==> src/rtl/ffbank.sv <==
// ffbank: WIDTH-bit bank of edge-triggered flip-flops with one run-time mode (SR, JK, D or T)
//   clk, rst (sync, active-high), en (clock enable), mode (00 SR, 01 JK, 10 D, 11 T),
//   a (S/J/D/T), b (R/K), err_clr -> q, qbar, err (per-bit SR illegal), err_sticky, err_count.
//   The err_count register is present only when FFBANK_ERR_CNT_EN is defined; otherwise it reads 0.
module ffbank #(
  parameter int WIDTH = 8,
  parameter logic [WIDTH-1:0] RST_VAL = {WIDTH{1'b0}},
  parameter int ERR_CNT_W = 8
) (
  input  logic                 clk,
  input  logic                 rst,
  input  logic                 en,
  input  logic [1:0]           mode,
  input  logic [WIDTH-1:0]     a,
  input  logic [WIDTH-1:0]     b,
  input  logic                 err_clr,
  output logic [WIDTH-1:0]     q,
  output logic [WIDTH-1:0]     qbar,
  output logic [WIDTH-1:0]     err,
  output logic                 err_sticky,
  output logic [ERR_CNT_W-1:0] err_count
);
  typedef enum logic [1:0] {SR = 2'b00, JK = 2'b01, D = 2'b10, T = 2'b11} mode_t;
  mode_t m;
  logic [WIDTH-1:0] nxt, ill;
  assign m = mode_t'(mode);
  // SR: set on 10, reset on 01, hold on 00 and on the illegal 11
  always_comb begin
    nxt = q;
    ill = '0;
    if (en) begin
      nxt = (m == SR) ? ((a & ~b) | (q & ~(a ^ b))) :
            (m == JK) ? ((a & ~q) | (~b & q)) :
            (m == D)  ? a : (q ^ a);
      ill = (m == SR) ? (a & b) : '0;
    end
  end
  // qbar is its own register loaded with ~nxt so it never equals q
  always_ff @(posedge clk) begin
    if (rst) begin
      q <= RST_VAL;
      qbar <= ~RST_VAL;
      err <= '0;
      err_sticky <= 1'b0;
    end else begin
      q <= nxt;
      qbar <= ~nxt;
      err <= ill;
      err_sticky <= (|ill) ? 1'b1 : (err_clr ? 1'b0 : err_sticky);
    end
  end
`ifdef FFBANK_ERR_CNT_EN
  // a new illegal event beats a simultaneous clear and restarts the count at 1
  always_ff @(posedge clk) begin
    if (rst)
      err_count <= '0;
    else if (|ill)
      err_count <= err_clr ? ERR_CNT_W'(1) : ((&err_count) ? err_count : err_count + 1'b1);
    else if (err_clr)
      err_count <= '0;
  end
`else
  assign err_count = '0;
`endif
endmodule

==> config.mk <==
export PLATFORM = sky130hd
export DESIGN_NAME = ffbank
export DESIGN_NICKNAME = d
export VERILOG_FILES = /design/src/rtl/ffbank.sv
export SDC_FILE = /design/constraint.sdc
export NUM_CORES = 1
export LEC_CHECK = 0
export ABC_AREA = 1
export BUFFER_PORTS_ARGS = -buffer_cell sky130_fd_sc_hd__clkbuf_2
export CORE_UTILIZATION = 43
export CTS_CLUSTER_DIAMETER = 120
export DETAILED_ROUTE_END_ITERATION = 6
export PLACE_DENSITY_LB_ADDON = 0.08
export SYNTH_ARGS = -nofsm -noshare
export SYNTH_HDL_FRONTEND = slang
export SYNTH_SLANG_ARGS = --single-unit
==> constraint.sdc <==
create_clock -name clk -period 0.9 [get_ports clk]
set_input_delay 0.135 -clock clk [delete_from_list [all_inputs] [get_ports clk]]
set_output_delay 0.135 -clock clk [all_outputs]
set_load 0.05 [all_outputs]
# Word-level counts from Yosys, hierarchy flattened
# Cells that the tools add are included.
[word_totals] reg_bits=25 rom_bits=0 ramBits=0 in_bits=22 latch_bits=0 n_memories=0 elab_cells=30
[classes] magnitude_cmp=0 mux=8 n_addsub=0 mul=0 eq_ne=2 shifts=0 div_mod_pow=0 n_reduce_logical=3 bitwise=13
[op_table] op="two-way mux 8 bit" count=6
[op_table] op="AND 8 bit" count=5
[op_table] op="NOT 8 bit" count=4
[op_table] op="bitwise OR 8 bit" count=2
[op_table] op="bitwise XOR 8 bit" count=2
[op_table] op="OR reduction 8 bit" count=1
[op_table] op="== test 2 x 1 -> 1 bit (second input constant)" count=1
[op_table] op="== test 2 bit (second input constant)" count=1
[op_table] op="logical NOT 2 bit" count=1
[op_table] op="two-way mux 1 bit" count=2
[op_table] op="nonzero test 2 bit" count=1

# Depth between registers and ports, before layout
# Gate-level depths: netlist of run 1.
[depth] word_depth=7 ltp_mapped=9 ltp_nobuf=9

# Worst setup path after synthesis of run 1
# Ideal clock, no wire load.
[synth_path] path_kind="register to register" start="register q[4]" end="register qbar[4]" slack_ps=-275 setup_ps=112 n_path_buf=0 arrival_ps=1063 stages_incl_launch_ff=6 period_less_slack_ps=1175 path_cell_list="dfxtp_1 > a21oi_1 > nand2_1 > nand2_1 > a21oi_2 > inv_2"
[synth_between] elab_chain_cells=7 word_cells_on_any_way=12 classes_between="4 x mux; 8 x bitwise"
[synth_rtl] element="from (decl)" line="17" rtl="output logic [WIDTH-1:0] q,"
[synth_rtl] element="from (signal assigned)" line="46" rtl="q <= nxt;"
[synth_rtl] element="NOT 8 bit" line="33" rtl="(m == JK) ? ((a & ~q) | (~b & q)) :"
[synth_rtl] element="AND 8 bit" line="33"
[synth_rtl] element="bitwise OR 8 bit" line="33"
[synth_rtl] element="two-way mux 8 bit" line="33"
[synth_rtl] element="two-way mux 8 bit" line="32" rtl="nxt = (m == SR) ? ((a & ~b) | (q & ~(a ^ b))) :"
[synth_rtl] element="two-way mux 8 bit *" line="31" rtl="if (en) begin"
[synth_rtl] element="NOT 8 bit *" line="47" rtl="qbar <= ~nxt;"
[synth_rtl] element="to (signal assigned)" line="42" rtl="qbar <= ~RST_VAL;"
[synth_rtl] element="to (signal assigned)" line="47"
[synth_rtl] element="to (decl)" line="18" rtl="output logic [WIDTH-1:0] qbar,"
# Mark *: on every way between the ends. The rest lies on a longest branch, timed or not.
# A chain may end at the register's enable or synchronous reset.

# Worst setup path in the final report of run 1
[layout_path] start="register q[3]" end="output q[3]"
# No word-level cell between the ends.

==> flow_summary.yaml, run 1 <==
logic_synthesis:
  synth_cell_types: 19
  netlist_top_cells_area: "dfxtp_1 (36%), ha_1 (14%), nand2_1 (12%), a21oi_1 (6.4%), nor2_1 (6.4%)"
  yosys.area.top_type_share_pct: 35.7
  syn_area_mm2: 0.00140
  ys_ff_latch: 25
  avgSynthCellArea_um2: 7.33
  postSynthCellCount: 191
  ys_seq_area_share_pct: 35.7
  yosysTopAreaCell: "dfxtp_1"
  ys_warn_count: 0
placement:
  globalplace.congestion: 0.801
  dp.final_hpwl_mm: 2.39
  numPortBuffers: 46
  post-place-cells: 312
flow_run:
  maxCapViolations: 0
final_layout:
  multiInputGateArea_um2: 806
  fillers: 223
  syn_to_final_growth_pct: 76.9
  drive_above_1_share_pct: 55.5
  ff_latch_area_um2: 554
  final_nets: 320
  antenna_cells: 0
  final_cells: 325
setup_path:
  worstPathRequired_ps: 760
  critPathMaxStageDelay_ps: 390
  cp_slowest_cell: "dfxtp_4"
  crit_type: "register to primary output"
  end_kind: "primary output"
  worstPathArrival_ps: 870
  path_buf_inv: 1
  cp_max_fo: 3
  reg2reg_slack_ps: -80
  cp_top_family: "flip-flops"
  crit_chain: "clkbuf_16"
  critPathLaunchType: "register"
grt:
  grt_overflow: 0
  grt_pass1_wl_mm: 6.09
  grt_pass1_vias: 1361
  antenna_found_initial: 0
  track_usage_pct: 23.2
  grt_max_degree: 14
cts:
  root_buffer: "clkbuf_4"
  worstSkewPairLatency_ps: 310
  cts_tree: "yes"
  clock_path_buffers: 2
  cts_sinks: 25
  h-tree-depth: 1
  clk_pin_slew_ps: 130
  holdBufCountCts: 0
  cts-buffers-inserted: 3
floorplanning:
  num_rows: 20
  dieArea_mm2: 0.00349
  die_w_um: 59.1
  die_h_um: 59.1
  start_util_pct: 45.5
  coreArea_mm2: 0.00308
  num_io_pins: 55
worst_hold_path:
  hp-class: "primary input to register"
timing:
  rsz0062_at_grt: "true"
  slew_violations: 0
  finalCritPeriodShare_pct: 111
  hold_viol_final: 0
  finClkSkew_ps: 0.901
  clock.fmax_mhz: 997
  setup_viol: 38
  setup_slack_ps: -103
  finalCriticalPeriod_ps: 1000
  fin_tns_setup_ps: -1990
drt:
  ant_nets: 0
  dr_wl_met2_mm: 2.03
  met1_length_mm: 1.65
  first_pass_iters: 4
  avgRoutedWirePerCell_um: 12.0
  via_per_inst: 4.58
  drtIter0Drc: 40
  vias: 1490
  routed-wl-met3_um: 204
  wl_mm: 3.90
  route.detailed.drc: 0
  highest-signal-layer: "met4"
pwr:
  p_leak_nw: 1.22
  powerDensity_mw_per_mm2: 1190
  ir_drop_v: 0.000997
status:
  violations: "negative setup slack"
  status: "complete, but fails checks"
cell type report:
type | instances | area share (%)
inverters | 25 | 3.89
flip-flops and latches | 25 | 22.4
multi-input cells | 136 | 32.5
repair buffers | 91 | 37.9
clock buffers | 4 | 1.06
well taps | 44 | 2.22
state kept, by name, indices dropped and copies added (netlist names):
signal      flops
qbar            8
err             8
q               8
err_sticky      1
logic make-up after synthesis:
family | share of synthesized area, %
other cells | 0.268
buf+inv | 12.8
compound gates | 14.7
fa+ha+maj | 14.3
flops | 35.7
simple gates | 22.2
cells in the mapped netlist:
master,count
nand2_2,4
conb_1,1
nand3_1,3
nor2_2,1
buf_4,8
o21ai_0,1
a21oi_1,18
ha_1,16
dfxtp_1,25
clkbuf_1,1
nand2_1,45
a21oi_2,7
buf_2,2
buf_6,1
inv_1,18
nor2_1,24
o22ai_1,8
inv_2,7
nor3_1,1
worst reg2reg max path, stage by stage (launching register included):
cell	delay, ps
dfxtp_4	390
buf_6	110
nor2_2	40
nor2_1	100
nand2_1	80
a21oi_2	130
inv_1	60
routing by layer:
metal | GRT usage, % | vias up
li1 | - | 767
met1 | 28.5 | 669
met2 | 41.7 | 52
met3 | 4.80 | 2
met4 | 4.76 | 0
met5 | 0 | -
metrics by stage:
step | hold slack (ps) | setup slack, ps | util (%) | total power, W | cell area, um2
after global placement | 487 | -242 | 62.7 | 0.00211 | 1930
after floorplan | 291 | -3.96 | - | 0.00184 | 1460
after CTS | 140 | -110 | 77.6 | 0.00287 | 2390
after global routing | 168 | -143 | 80.4 | 0.00310 | 2480
after detailed placement | 473 | -227 | 62.7 | 0.00211 | 1930
final | 151 | -103 | 80.4 | 0.00296 | 2480
layout by cell type (no fill, tap or decap), types with 4 or more instances in the layout:
cell type   n
dfxtp_2    16
a21oi_1     8
a21oi_2    17
ha_1       16
o22ai_1     7
buf_6       8
nand2_1    45
clkbuf_16   9
buf_4      37
nor2_1     18
dfxtp_4     9
inv_1      17
buf_8      16
conb_1      8
nor2_2      7
nand2_2     4
inv_2       7
clkbuf_2   21
repair_timing:
action | in CTS | in global routing
pin swaps | 7 | 10
setup endpoints to repair | 25 | 42
resized for setup | 82 | 36
buffers inserted | 8 | 1
power breakdown:
| group | internal [W] | switching (W) | leakage (nW) | total, W |
|---|---|---|---|---|
| combinational | 0.000543 | 0.000668 | 0.989 | 0.00121 |
| clock | 0.000173 | 0.000329 | 0.0150 | 0.000502 |
| sequential | 0.00118 | 0.0000635 | 0.213 | 0.00124 |
path summary, 6_finish.rpt:
path,startpoint,endpoint,cells after the start
setup / recovery,q[3],q[3],1
hold / removal,b[1],q[1],4
setup reg to reg,q[2],qbar[2],6
hold reg to reg,q[1],q[1],3
No activity file was read; power rests on OpenSTA's default activity.
==> run 2, diff against run 1 <==
CTS_CLUSTER_DIAMETER = 80   (was 120)
MAX_ROUTING_LAYER = met4   (was unset)
==> run 2 against run 1 <==
  * The flow still finishes with violations (negative setup slack)
  * Non-clock buffer count did not move
  * Combinational power barely moved
  * Sequential share of layout area did not move
  * Clock skew barely moved
  * Utilization did not move
  * Clock power barely moved
  * Global-route usage rose by 0.74 points
  * First-iteration DRC count fell by 10%
  * Sequential power barely moved
  * Register-to-register slack barely moved
  * Worst setup slack improved by 1.9 ps
  * Largest power group unchanged
  * Highest routed layer unchanged
==> flow_summary.yaml, run 2 (synthesis gave the netlist of run 1 again) <==
final_layout:
  drive_above_1_share_pct: 55.5
  final_cells: 325
  syn_to_final_growth_pct: 76.9
  antenna_cells: 0
  reg.largest.list: "err (8), q (8), qbar (8)"
  layout_commonest_cell: "nand2_1"
  final_nets: 320
  final_cell_mix: "nand2_1 (45), buf_4 (37), clkbuf_2 (21)"
grt:
  grt_pass1_vias: 1359
  grt_overflow: 0
  grt_max_degree: 14
  grt_pass1_wl_mm: 6.11
  antenna_found_initial: 0
  track_usage_pct: 24.0
timing:
  finalCritPeriodShare_pct: 111
  hold_viol_final: 0
  setup_viol: 38
  finClkSkew_ps: 0.906
  slew_violations: 0
  fin_tns_setup_ps: -1980
  clock.fmax_mhz: 999
  whs_ps: 150
  setup_slack_ps: -101
  finalCriticalPeriod_ps: 1000
  rsz0062_at_grt: "true"
floorplanning:
  dieArea_mm2: 0.00349
  die_w_um: 59.1
  num_io_pins: 55
  die_h_um: 59.1
  num_rows: 20
  coreArea_mm2: 0.00308
  start_util_pct: 45.5
setup_path:
  end_kind: "primary output"
  path_buf_inv: 1
  crit_chain: "clkbuf_16"
  critPathLaunchType: "register"
  worstPathArrival_ps: 870
  cp_top_family: "flip-flops"
  crit_type: "register to primary output"
  cp_max_fo: 3
  worstPathRequired_ps: 760
  cp_slowest_cell: "dfxtp_4"
  critPathMaxStageDelay_ps: 390
  rr_worst_depth: 6
  worstSetupPathDepth: 1
placement:
  pre_cts_ws_ps: -227
  post-place-cells: 312
  numPortBuffers: 46
  globalplace.congestion: 0.813
  dp.final_hpwl_mm: 2.39
cts:
  cts_sinks: 25
  cts_tree: "yes"
  clock_path_buffers: 2
  h-tree-depth: 1
  root_buffer: "clkbuf_4"
  worstSkewPairLatency_ps: 310
  clk_pin_slew_ps: 130
  holdBufCountCts: 0
  cts-buffers-inserted: 3
flow_run:
  maxCapViolations: 0
drt:
  first_pass_iters: 4
  avgRoutedWirePerCell_um: 11.9
  wl_mm: 3.87
  via_per_inst: 4.55
  ant_nets: 0
  drtIter0Drc: 36
  route.detailed.drc: 0
  vias: 1480
pwr:
  p_leak_nw: 1.22
  powerDensity_mw_per_mm2: 1190
  ir_drop_v: 0.000999
status:
  status: "complete, but fails checks"
  violations: "negative setup slack"
worst_hold_path:
  min_path_cells: 4
  hp-class: "primary input to register"
[run 2: cell counts in the layout (fill, tap and decap cells not counted)]
Identical to the previous run, type by type.
[run 2: worst register-to-register path: stages (launching register included)]
cell     delay, ps
dfxtp_4        390
buf_6          110
nor2_2          40
nor2_1         100
nand2_1         80
a21oi_2        130
inv_1           60
[run 2: cell type report]
class                           count  area [um2]
Timing Repair Buffer               91         938
Multi-Input combinational cell    136         806
Fill cell                         223         602
Sequential cell                    25         554
Inverter                           25        96.3
Tap cell                           44        55.1
Clock buffer                        4        26.3
[run 2: metrics by stage]
step	cell area, um2	utilization [%]	power (W)
after CTS	2390	77.6	0.00287
after detailed placement	1930	62.7	0.00211
final	2480	80.4	0.00295
after global placement	1930	62.7	0.00211
after global routing	2480	80.4	0.00310
after floorplan	1460	-	0.00184
[run 2: power by group]
part	switching, W	internal [W]
clock network	0.000327	0.000173
logic	0.000667	0.000543
registers	0.0000635	0.00118
[run 2: metal layers]
layer / GRT usage (%) / part of all wire [%] / up-vias
li1: - / - / 767
met5: - / 0 / -
met4: 4.76 / 0.46 / 0
met3: 4.15 / 4.8 / 2
met2: 41.7 / 52 / 51
met1: 29.0 / 43 / 660
[run 2: worst paths after layout]
check | start | slack, ps | endpoint
worst max-delay path | q[3] | -100 | q[3]
worst min-delay path | b[1] | 150 | q[1]
worst max register to register | q[2] | -80 | qbar[2]
worst min register to register | q[1] | 650 | q[1]
[run 2: what timing repair did]
action / 4_1_cts / 5_1_grt
endpoints found under the setup margin: 25 / 42
gates resized for setup: 82 / 36
pin swaps: 7 / 10
buffers inserted: 8 / 1
